File: config.mk
export PLATFORM = sky130hd
export DESIGN_NAME = count_result_fifo
export DESIGN_NICKNAME = d
export VERILOG_FILES = /design/src/rtl/count_result_fifo.sv
export SDC_FILE = /design/constraint.sdc
export NUM_CORES = 1
export LEC_CHECK = 0
export BUFFER_PORTS_ARGS = -buffer_cell sky130_fd_sc_hd__buf_2
export CAP_MARGIN = 20
export CORE_MARGIN = 3
export CORE_UTILIZATION = 40
export CTS_BUF_LIST = sky130_fd_sc_hd__clkbuf_16
export DETAILED_ROUTE_END_ITERATION = 6
export SLEW_MARGIN = 20
export SYNTH_ARGS = -nofsm -noshare
export SYNTH_HDL_FRONTEND = slang
export SYNTH_SLANG_ARGS = --single-unit
File: constraint.sdc
create_clock -name CLK -period 5 [get_ports CLK]
set_clock_uncertainty 0.2 [all_clocks]
set_input_delay 0.25 -clock CLK [delete_from_list [all_inputs] [get_ports CLK]]
set_output_delay 0.25 -clock CLK [all_outputs]
set_load 0.01 [all_outputs]
File: src/rtl/count_result_fifo.sv
// count_result_fifo
//   Watches the one-hot T0/T1/T2 start/count controller and its counter Q.
//   Each completed run (busy = T1|T2 falling back to T0) captures the final Q
//   and the run length into a small FIFO, which a valid/ready reader drains.
//   Sticky flags report dropped completions, multi-hot controller states and
//   runs that ended in the all-zero (controller reset) state.
//   Optional feature macro: CYCLE_COUNT_EN. When it is defined, the run-length
//   counter and the cycles field are built. When it is undefined, rd_cycles
//   reads as zero.
module count_result_fifo #(
    parameter int DATA_W = 4,
    parameter int DEPTH  = 4,
    parameter int CYC_W  = 8
) (
    input  logic                     CLK,
    input  logic                     reset,
    input  logic                     T0,
    input  logic                     T1,
    input  logic                     T2,
    input  logic [DATA_W-1:0]        Q,
    input  logic                     rd_ready,
    output logic                     rd_valid,
    output logic [DATA_W-1:0]        rd_q,
    output logic [CYC_W-1:0]         rd_cycles,
    output logic [$clog2(DEPTH):0]   level,
    output logic                     overflow,
    output logic                     state_err,
    output logic                     aborted
);

    localparam int PTR_W = $clog2(DEPTH);
    localparam int LVL_W = PTR_W + 1;
    localparam logic [LVL_W-1:0] FULL_LVL = LVL_W'(DEPTH);

    // True when more than one controller state bit is high.
    function automatic logic multi_hot(input logic a, input logic b, input logic c);
        return (a & b) | (a & c) | (b & c);
    endfunction

    logic              busy_s;
    logic              busy_q;
    logic              complete_s;
    logic              abort_s;
    logic              pop_s;
    logic              full_s;
    logic              wr_en_s;
    logic              drop_s;
    logic [PTR_W-1:0]  wr_ptr_q, wr_ptr_d;
    logic [PTR_W-1:0]  rd_ptr_q, rd_ptr_d;
    logic [LVL_W-1:0]  level_q, level_d;
    logic              rd_valid_q, rd_valid_d;
    logic              overflow_q, overflow_d;
    logic              state_err_q, state_err_d;
    logic              aborted_q, aborted_d;
    logic [DATA_W-1:0] q_mem_q [DEPTH];

    // A multi-hot cycle still counts as busy whenever T1 or T2 is high.
    assign busy_s     = T1 | T2;
    assign complete_s = ~busy_s & busy_q & T0;
    assign abort_s    = ~busy_s & busy_q & ~T0;
    assign pop_s      = rd_valid_q & rd_ready;
    assign full_s     = (level_q == FULL_LVL);
    // When full, a completion is stored only if the head leaves in the same cycle.
    assign wr_en_s    = complete_s & (~full_s | pop_s);
    assign drop_s     = complete_s & full_s & ~pop_s;

    // Next-state for pointers, occupancy, valid and sticky flags.
    always_comb begin
        wr_ptr_d    = wr_ptr_q;
        rd_ptr_d    = rd_ptr_q;
        level_d     = level_q;
        overflow_d  = overflow_q;
        state_err_d = state_err_q;
        aborted_d   = aborted_q;

        if (wr_en_s) begin
            wr_ptr_d = wr_ptr_q + PTR_W'(1);
        end else begin
            wr_ptr_d = wr_ptr_q;
        end

        if (pop_s) begin
            rd_ptr_d = rd_ptr_q + PTR_W'(1);
        end else begin
            rd_ptr_d = rd_ptr_q;
        end

        case ({wr_en_s, pop_s})
            2'b10:   level_d = level_q + LVL_W'(1);
            2'b01:   level_d = level_q - LVL_W'(1);
            default: level_d = level_q;
        endcase

        if (drop_s) begin
            overflow_d = 1'b1;
        end else begin
            overflow_d = overflow_q;
        end

        if (multi_hot(T0, T1, T2)) begin
            state_err_d = 1'b1;
        end else begin
            state_err_d = state_err_q;
        end

        if (abort_s) begin
            aborted_d = 1'b1;
        end else begin
            aborted_d = aborted_q;
        end

        rd_valid_d = (level_d != {LVL_W{1'b0}});
    end

    // Control and status registers.
    always_ff @(posedge CLK or negedge reset) begin
        if (!reset) begin
            busy_q      <= 1'b0;
            wr_ptr_q    <= {PTR_W{1'b0}};
            rd_ptr_q    <= {PTR_W{1'b0}};
            level_q     <= {LVL_W{1'b0}};
            rd_valid_q  <= 1'b0;
            overflow_q  <= 1'b0;
            state_err_q <= 1'b0;
            aborted_q   <= 1'b0;
        end else begin
            busy_q      <= busy_s;
            wr_ptr_q    <= wr_ptr_d;
            rd_ptr_q    <= rd_ptr_d;
            level_q     <= level_d;
            rd_valid_q  <= rd_valid_d;
            overflow_q  <= overflow_d;
            state_err_q <= state_err_d;
            aborted_q   <= aborted_d;
        end
    end

    // Captured Q storage, cleared so the head reads zero out of reset.
    always_ff @(posedge CLK or negedge reset) begin
        if (!reset) begin
            for (int i = 0; i < DEPTH; i++) begin
                q_mem_q[i] <= {DATA_W{1'b0}};
            end
        end else if (wr_en_s) begin
            q_mem_q[wr_ptr_q] <= Q;
        end else begin
            q_mem_q[wr_ptr_q] <= q_mem_q[wr_ptr_q];
        end
    end

`ifdef CYCLE_COUNT_EN
    logic [CYC_W-1:0] run_cnt_q, run_cnt_d;
    logic [CYC_W-1:0] cyc_mem_q [DEPTH];

    // Run length: loads 1 on the first busy cycle, then counts up and saturates.
    always_comb begin
        run_cnt_d = run_cnt_q;
        if (busy_s && !busy_q) begin
            run_cnt_d = CYC_W'(1);
        end else if (busy_s && (run_cnt_q != {CYC_W{1'b1}})) begin
            run_cnt_d = run_cnt_q + CYC_W'(1);
        end else begin
            run_cnt_d = run_cnt_q;
        end
    end

    // Run-length counter register.
    always_ff @(posedge CLK or negedge reset) begin
        if (!reset) begin
            run_cnt_q <= {CYC_W{1'b0}};
        end else begin
            run_cnt_q <= run_cnt_d;
        end
    end

    // Run-length storage, written alongside the captured Q.
    always_ff @(posedge CLK or negedge reset) begin
        if (!reset) begin
            for (int i = 0; i < DEPTH; i++) begin
                cyc_mem_q[i] <= {CYC_W{1'b0}};
            end
        end else if (wr_en_s) begin
            cyc_mem_q[wr_ptr_q] <= run_cnt_q;
        end else begin
            cyc_mem_q[wr_ptr_q] <= cyc_mem_q[wr_ptr_q];
        end
    end

    assign rd_cycles = cyc_mem_q[rd_ptr_q];
`else
    assign rd_cycles = {CYC_W{1'b0}};
`endif

    assign rd_valid  = rd_valid_q;
    assign rd_q      = q_mem_q[rd_ptr_q];
    assign level     = level_q;
    assign overflow  = overflow_q;
    assign state_err = state_err_q;
    assign aborted   = aborted_q;

endmodule

==> impl_metrics.yaml, run 1 <==
critical_path:
  cp-startpoint: "level[0]"
  worst_r2r_path_depth: 7
  worstSetupStartpointType: "register"
  reg2reg_from: "level[0]"
  critical_path_arrival_ns: 2.68
  crit_path_max_incr_delay_ns: 0.46
  sort_of_element_at_the_end_of_the_critical_path: "register"
  crit_path_max_fanout: 8
  worstPathRequired_ns: 4.94
  crit_type: "register to register"
  cpMaxStageDelayCell: "sky130_fd_sc_hd__or3_2"
  worstPathCellList: "nor2_1 > a31oi_4 > inv_2 > ha_1 > fa_1 > mux2_2 > or3_2"
cts:
  tritoncts: "yes"
  cts_made_buffers: 3
  root_buffer: "sky130_fd_sc_hd__clkbuf_16"
  cts_resized: 0
  worst_setup_hold_path_clk_slew_ns: 0.07
  clk_latency_ns: 0.26
  cts.hold.buffers_added: 1
  ctsHtreeMaxLevel: 1
  post-cts-setup-buffer-count: 0
  max-clock-path-buffers: 2
  cts.sinks: 28
global_routing:
  grt_antenna_before_repair: 0
  grt_use_total_pct: 14.8
  grt_start_max_net_pins: 29
  grt_overflow_total: 0
  grt_pass1_wl_um: 4770
  first_global_vias: 994
run_status:
  outcome: "finished, final reports clean"
synthesis:
  syn-instance-count: 125
  synth_area_sq_mm: 0.00145
  synth_area_leader_cell: "sky130_fd_sc_hd__dfrtp_1"
  avgSynthCellArea_sq_um: 11.6
  ys_top_cells_by_area: "sky130_fd_sc_hd__dfrtp_1 (48%), sky130_fd_sc_hd__mux4_2 (12%), sky130_fd_sc_hd__a31oi_1 (6.9%)"
  synth_top_area_share_pct: 48.2
  synth.lib_cells_used.distinct: 25
  yosys_warnings: 0
  synth-seq-cells: 28
  synth-seq-area-share_pct: 48.2
timing:
  final.period_utilization_pct: 54.7
  setup_violations: 0
  total_negative_setup_slack_ns: 0
  timing.final.crit_period_ns: 2.74
  worst_slew_pin_slew_ns: 0.615
  rsz0062_at_grt: "no"
  clock.fmax_mhz: 365
  hold_violations: 0
  timing.slew.headroom_pct: 59.0
  timing.final.max_slew_violations: 0
routing:
  finalWirelength_um: 2810
  post_drt_via_cell_ratio: 5.13
  first_iter_violations: 55
  detail_route.drc_violations: 0
  detailroute.via_count: 970
  drt.antenna.violating_nets: 0
  routedWlPerCell_um: 14.8
  firstDrtPassIters: 4
power_and_ir_drop:
  worst_ir_drop_vdd_mv: 0.173
  power.share.switching_pct: 37.4
  power_switching_mw: 0.370
  power.total_mw: 0.990
  power_frac_clock_pct: 18.4
  seqPwrFrac_pct: 41.6
  share_comb_of_total_power_pct: 40.0
  pwr_density_cell_mw_per_mm2: 606
  intPower_mw: 0.620
  leakagePower_nw: 0.678
layout:
  regArea_sq_um: 701
  area_delta_synth_final_pct: 12.5
  num_antenna_cells: 0
  multi_input_comb_area_sq_um: 664
  nNetsFinal: 160
  layout-drive-gt1-share_pct: 25.9
  number_of_inserted_filler_cells_in_the_final_layout: 331
  fin_util_pct: 47.8
  non_filler_instances: 189
worst_hold_path:
  min-delay-start: "T2"
  min_path_type: "input pin to register"
  min_delay_path_depth: 3
job:
  max_cap_viol_count: 0
placed_design:
  dp.final_hpwl_um: 2110
  number_of_buffers_inserted_by_port_buffering: 20
  gpl.final_weighted_congestion: 0.807
  placed_instance_count: 184
floorplan:
  num_io_pins: 29
  row_count: 21
  dieArea_sq_mm: 0.00439
  chipHeight_um: 66.3
  core_area_sq_mm: 0.00342
  initial_cell_density_of_the_core_pct: 42.5
  die-width_um: 66.3
[area by class of cell]
class / count / share of cell area (%)
clock inverters: 1 / 0.230
multi-input cells: 84 / 40.7
clock buffers: 3 / 4.59
flip-flops and latches: 28 / 42.9
inverters: 6 / 1.38
repair buffers: 21 / 6.74
well taps: 46 / 3.52
[per-stage QoR]
step           area (sq um)  worst slack, ns  hold slack [ns]
2_1_floorplan          1480             2.40           -0.246
3_3_place_gp           1550             2.28           0.0995
3_5_place_dp           1550             2.21           0.0999
4_1_cts                1630             2.25           0.0260
5_1_grt                1630             2.13           0.0316
6_report               1630             2.26           0.0221
[registers in the layout, summed over array words and instances, names as in the netlist]
| register | flops |
|---|---|
| q_mem_q | 16 |
| overflow | 1 |
| state_err | 1 |
| aborted | 1 |
| wr_ptr_q | 2 |
| busy_q | 1 |
| level | 3 |
| rd_valid | 1 |
| rd_ptr_q | 2 |
[worst max-delay path: cells and delay by family, from the launching register on]
kind / cells / cell delay, ns
muxes: 1 / 0.28
AOI/OAI and AO/OA: 1 / 0.35
DFF: 1 / 0.43
buffers and inverters: 1 / 0.12
adders and majority gates: 2 / 0.67
and+or+nand+nor: 2 / 0.56
[cells in the mapped netlist (all sizes together)]
| cell type | n |
|---|---|
| nand2 | 11 |
| a31oi | 17 |
| a31o | 1 |
| fa | 1 |
| nand3 | 1 |
| mux2 | 1 |
| mux4 | 8 |
| xor2 | 1 |
| ha | 5 |
| xnor2 | 5 |
| buf | 14 |
| conb | 1 |
| or3 | 1 |
| inv | 6 |
| o21ai | 1 |
| dfrtp | 28 |
| o21bai | 2 |
| nand4bb | 1 |
| a21oi | 1 |
| nor2 | 19 |
[layer usage]
layer,vias to the layer above,wire [um],global-route usage (%)
met5,-,0,0
met4,0,56,7.36
met3,5,165,3.23
met2,28,1350,23.4
met1,480,1230,19.0
li1,457,-,-
[cell families after synthesis]
logic type | after synthesis | share of synthesized area [%]
compound gates | 22 | 10.7
fa+ha+maj | 6 | 5.68
simple gates | 33 | 10.5
buf+inv | 20 | 7.84
xor+xnor | 6 | 3.62
mux | 9 | 13.2
flops | 28 | 48.2
other cells | 1 | 0.258
[path summary, 6_finish.rpt]
kind,slack [ns],to
max,2.26,rd_valid
min,0.02,busy_q
max reg2reg,2.26,rd_valid
min reg2reg,0.27,aborted
max in group asynchronous,3.86,rd_valid
min in group asynchronous,0.34,q_mem_q[1]
[power by group through the flow]
| stage | clock [mW] | combinational (mW) | sequential (mW) |
|---|---|---|---|
| 6_report | 0.182 | 0.396 | 0.412 |
| 5_1_grt | 0.195 | 0.442 | 0.431 |
| 4_1_cts | 0.185 | 0.400 | 0.414 |
| 3_5_place_dp | 0 | 0.400 | 0.419 |
| 3_3_place_gp | 0 | 0.391 | 0.411 |
| 2_1_floorplan | 0 | 0.328 | 0.380 |
[cell usage in the layout (no fill, tap or decap)]
cell	netlist	final
sky130_fd_sc_hd__clkinv_1	0	1
sky130_fd_sc_hd__buf_2	1	20
sky130_fd_sc_hd__mux2_2	1	1
sky130_fd_sc_hd__xnor2_1	5	5
sky130_fd_sc_hd__clkbuf_16	0	3
sky130_fd_sc_hd__nand3_1	1	1
sky130_fd_sc_hd__conb_1	1	8
sky130_fd_sc_hd__nor2_1	19	19
sky130_fd_sc_hd__nand2_1	11	11
sky130_fd_sc_hd__a31o_2	1	1
sky130_fd_sc_hd__fa_1	1	1
sky130_fd_sc_hd__dlygate4sd3_1	0	1
sky130_fd_sc_hd__o21bai_1	2	2
sky130_fd_sc_hd__a31oi_4	1	1
sky130_fd_sc_hd__inv_2	1	1
sky130_fd_sc_hd__a21oi_1	1	1
sky130_fd_sc_hd__mux4_2	8	8
sky130_fd_sc_hd__a31oi_1	16	16
sky130_fd_sc_hd__dfrtp_1	28	28
sky130_fd_sc_hd__xor2_1	1	1
sky130_fd_sc_hd__nand4bb_4	1	1
sky130_fd_sc_hd__o21ai_0	1	1
sky130_fd_sc_hd__inv_1	5	5
sky130_fd_sc_hd__or3_2	1	1
sky130_fd_sc_hd__ha_1	5	5
Note: power is estimated with default switching activity, not from simulation.
==> inputs of run 2 (changes only) <==
--- a/config.mk
+++ b/config.mk
@@ -5,6 +5,7 @@
 export SDC_FILE = /design/constraint.sdc
 export NUM_CORES = 1
 export LEC_CHECK = 0
+export ABC_AREA = 1
 export BUFFER_PORTS_ARGS = -buffer_cell sky130_fd_sc_hd__buf_2
 export CAP_MARGIN = 20
 export CORE_MARGIN = 3
==> constraint.sdc (replaced) <==
create_clock -name CLK -period 2.8 [get_ports CLK]
set_clock_uncertainty 0.2 [all_clocks]
set_input_delay 0.14 -clock CLK [delete_from_list [all_inputs] [get_ports CLK]]
set_output_delay 0.14 -clock CLK [all_outputs]
set_load 0.01 [all_outputs]
==> impl_metrics.yaml, run 2 <==
run_status:
  outcome: "finished, final reports clean"
cts:
  root_buffer: "sky130_fd_sc_hd__clkbuf_16"
  worst_setup_hold_path_clk_slew_ns: 0.07
  tritoncts: "yes"
  clk_latency_ns: 0.26
  max-clock-path-buffers: 2
  ctsHtreeMaxLevel: 1
  cts.sinks: 28
  cts_made_buffers: 3
critical_path:
  crit_end: "rd_valid"
  crit_path_max_fanout: 17
  crit_type: "input pin to register"
  worstPathCellList: "dlygate4sd3_1 > buf_2 > inv_2 > nand3_4 > nor2_8 > nand2_2 > ha_1 > fa_1 > inv_1 > nand2_1 > nand3_1 > xor2_1 > inv_1 > nand2_1"
  setup.reg_to_reg.worst_slack_ns: 0.62
  crit_path_max_incr_delay_ns: 0.53
  worstPathRequired_ns: 2.80
  critical_path_arrival_ns: 2.37
  regToRegEndpoint: "rd_valid"
  reg2reg_from: "level[1]"
  cpMaxStageDelayCell: "sky130_fd_sc_hd__dlygate4sd3_1"
  sort_of_element_at_the_end_of_the_critical_path: "register"
  worstSetupStartpointType: "input pin"
  worst_r2r_path_depth: 9
  cp-startpoint: "T1"
power_and_ir_drop:
  leakagePower_nw: 1.04
  share_comb_of_total_power_pct: 49.3
  intPower_mw: 1.28
  power_frac_clock_pct: 18.5
  pwr_density_cell_mw_per_mm2: 1120
  seqPwrFrac_pct: 32.2
  worst_ir_drop_vdd_mv: 0.431
  power.share.switching_pct: 45.0
  power_switching_mw: 1.05
placed_design:
  gpl.final_weighted_congestion: 0.789
  number_of_buffers_inserted_by_port_buffering: 20
  dp.final_hpwl_um: 2990
synthesis:
  yosys_warnings: 0
  synthesized_area_fraction_occupied_by_xor_and_xnor_cells_pct: 2.28
  synth_compound_gate_area_share_pct: 6.38
  synthMostInstantiatedCell: "sky130_fd_sc_hd__nand2_1"
  syn-instance-count: 243
  synth_async_sr_flop_share_pct: 100
  avgSynthCellArea_sq_um: 7.67
  number_of_synthesized_flops_with_an_enable_pin: 0
  muxShareOfSynthArea_pct: 0
  main_combinational_cell_family_by_area_after_synthesis: "simple AND/OR/NAND/NOR gates"
  synth-seq-cells: 28
  synth.lib_cells_used.distinct: 28
  synth-seq-area-share_pct: 37.6
  synth_ff_type: "sky130_fd_sc_hd__dfrtp_1"
  yosys.area_share.adder_pct: 4.43
  synth_area_leader_cell: "sky130_fd_sc_hd__dfrtp_1"
  synth_area_sq_mm: 0.00186
  synth.top_cells.by_count: "sky130_fd_sc_hd__nand2_1 (64), sky130_fd_sc_hd__nand3_1 (41), sky130_fd_sc_hd__inv_1 (29)"
  yosys.area_share.simple_pct: 35.2
  ys_top_cells_by_area: "sky130_fd_sc_hd__dfrtp_1 (38%), sky130_fd_sc_hd__nand2_1 (13%), sky130_fd_sc_hd__nand3_1 (11%)"
  synth_top_area_share_pct: 37.6
layout:
  number_of_inserted_filler_cells_in_the_final_layout: 445
  num_antenna_cells: 0
  regArea_sq_um: 701
  mostFrequentLayoutCells: "sky130_fd_sc_hd__nand2_1 (64), sky130_fd_sc_hd__nand3_1 (41), sky130_fd_sc_hd__inv_1 (29)"
  area_delta_synth_final_pct: 12.1
  nNetsFinal: 279
  layout_commonest_cell: "sky130_fd_sc_hd__nand2_1"
  multi_input_comb_area_sq_um: 931
  largest_register_ffs: 16
  top_register: "q_mem_q"
  layout-drive-gt1-share_pct: 15.3
timing:
  setup_violations: 0
  hold_violations: 0
  worst_slew_pin_slew_ns: 0.645
  timing.final.crit_period_ns: 2.36
  clock.fmax_mhz: 423
  rsz0062_at_grt: "no"
  total_negative_setup_slack_ns: 0
  final.period_utilization_pct: 84.4
  timing.slew.headroom_pct: 57.0
  timing.final.max_slew_violations: 0
  fin_hold_ws_ns: 0.0505
routing:
  first_iter_violations: 156
  post_drt_via_cell_ratio: 5.05
  drt.antenna.violating_nets: 0
  finalWirelength_um: 4250
  detailroute.via_count: 1586
  firstDrtPassIters: 4
  routedWlPerCell_um: 13.5
  detail_route.drc_violations: 0
job:
  max_cap_viol_count: 0
worst_hold_path:
  min_path_type: "input pin to register"
floorplan:
  core_area_sq_mm: 0.00441
  initial_cell_density_of_the_core_pct: 42.2
  die-width_um: 74.3
  num_io_pins: 29
  row_count: 24
  dieArea_sq_mm: 0.00552
  chipHeight_um: 74.3
global_routing:
  grt_start_max_net_pins: 29
  first_global_vias: 1543
  grt_antenna_before_repair: 0
  grt_use_total_pct: 17.5
  grt_overflow_total: 0
  grt_pass1_wl_um: 7490
[run 2: cell types whose count changed in the layout (fill, tap and decap cells not counted), sizes merged, moves of 13 or more]
cell    previous run  this run
nand3b             0        16
nand2             11        65
a31oi             17         0
nand3              1        43
a21oi              1        14
inv                6        34
[run 2: layout make-up]
class	instances	share of cell area, %
clock buffer	3	3.59
clock inverter	1	1.44
inverter	34	6.23
multi-input combinational	170	44.6
sequential	28	33.5
tap	52	3.11
timing repair buffer	26	7.54
[run 2: worst min path at each step]
stage / from / end / cells after the start
2_1_floorplan: reset / aborted / 0
3_3_place_gp: reset / wr_ptr_q[0] / 1
3_5_place_dp: reset / wr_ptr_q[0] / 1
4_1_cts: Q[1] / q_mem_q[5] / 4
5_1_grt: Q[2] / q_mem_q[2] / 4
6_report: Q[1] / q_mem_q[5] / 4
[run 2: layer usage]
metal  routed length, um  global-route usage (%)  up-vias
li1                    -                       -      794
met1                2120                    26.1      735
met2                1840                    26.1       53
met3                 238                    2.97        4
met4                  53                    4.94        0
met5                   0                       0        -
[run 2: cells by family after synthesis]
logic type,Yosys count
adders and majority gates,6
AOI/OAI and AO/OA,21
buffers and inverters,52
other,1
and+or+nand+nor,131
DFF,28
xor gates and xnor gates,4
[run 2: stage by stage]
step                      total power [mW]  cell area, sq um  util [%]  instances  setup slack, ns
after floorplan                       1.60              1890         -        250            0.662
after global placement                1.89              1930      43.8        305            0.696
after detailed placement              1.90              1930      43.8        305            0.618
after CTS                             2.34              2090      47.3        314            0.431
after global routing                  2.55              2090      47.3        314            0.248
final                                 2.33              2090      47.3        314            0.438
[run 2: power by group through the flow]
| stage | Sequential (mW) | Combinational, mW | Clock [mW] |
|---|---|---|---|
| 3_5_place_dp | 0.757 | 1.14 | 0 |
| 5_1_grt | 0.779 | 1.32 | 0.459 |
| 2_1_floorplan | 0.709 | 0.887 | 0 |
| 3_3_place_gp | 0.761 | 1.13 | 0 |
| 4_1_cts | 0.748 | 1.15 | 0.436 |
| 6_report | 0.751 | 1.15 | 0.431 |
[run 2: critical path: cells and delay by family]
| family | cells | cell delay, ns |
|---|---|---|
| xor+xnor | 1 | 0.17 |
| simple gates | 6 | 0.60 |
| buf+inv | 5 | 0.83 |
| fa+ha+maj | 2 | 0.62 |
[run 2: repair_timing]
item,4_1_cts,5_1_grt
endpoints found under the setup margin,0,0
buffers inserted,0,0
gates resized for setup,0,0
hold buffers,5,0
hold endpoints to repair,31,0
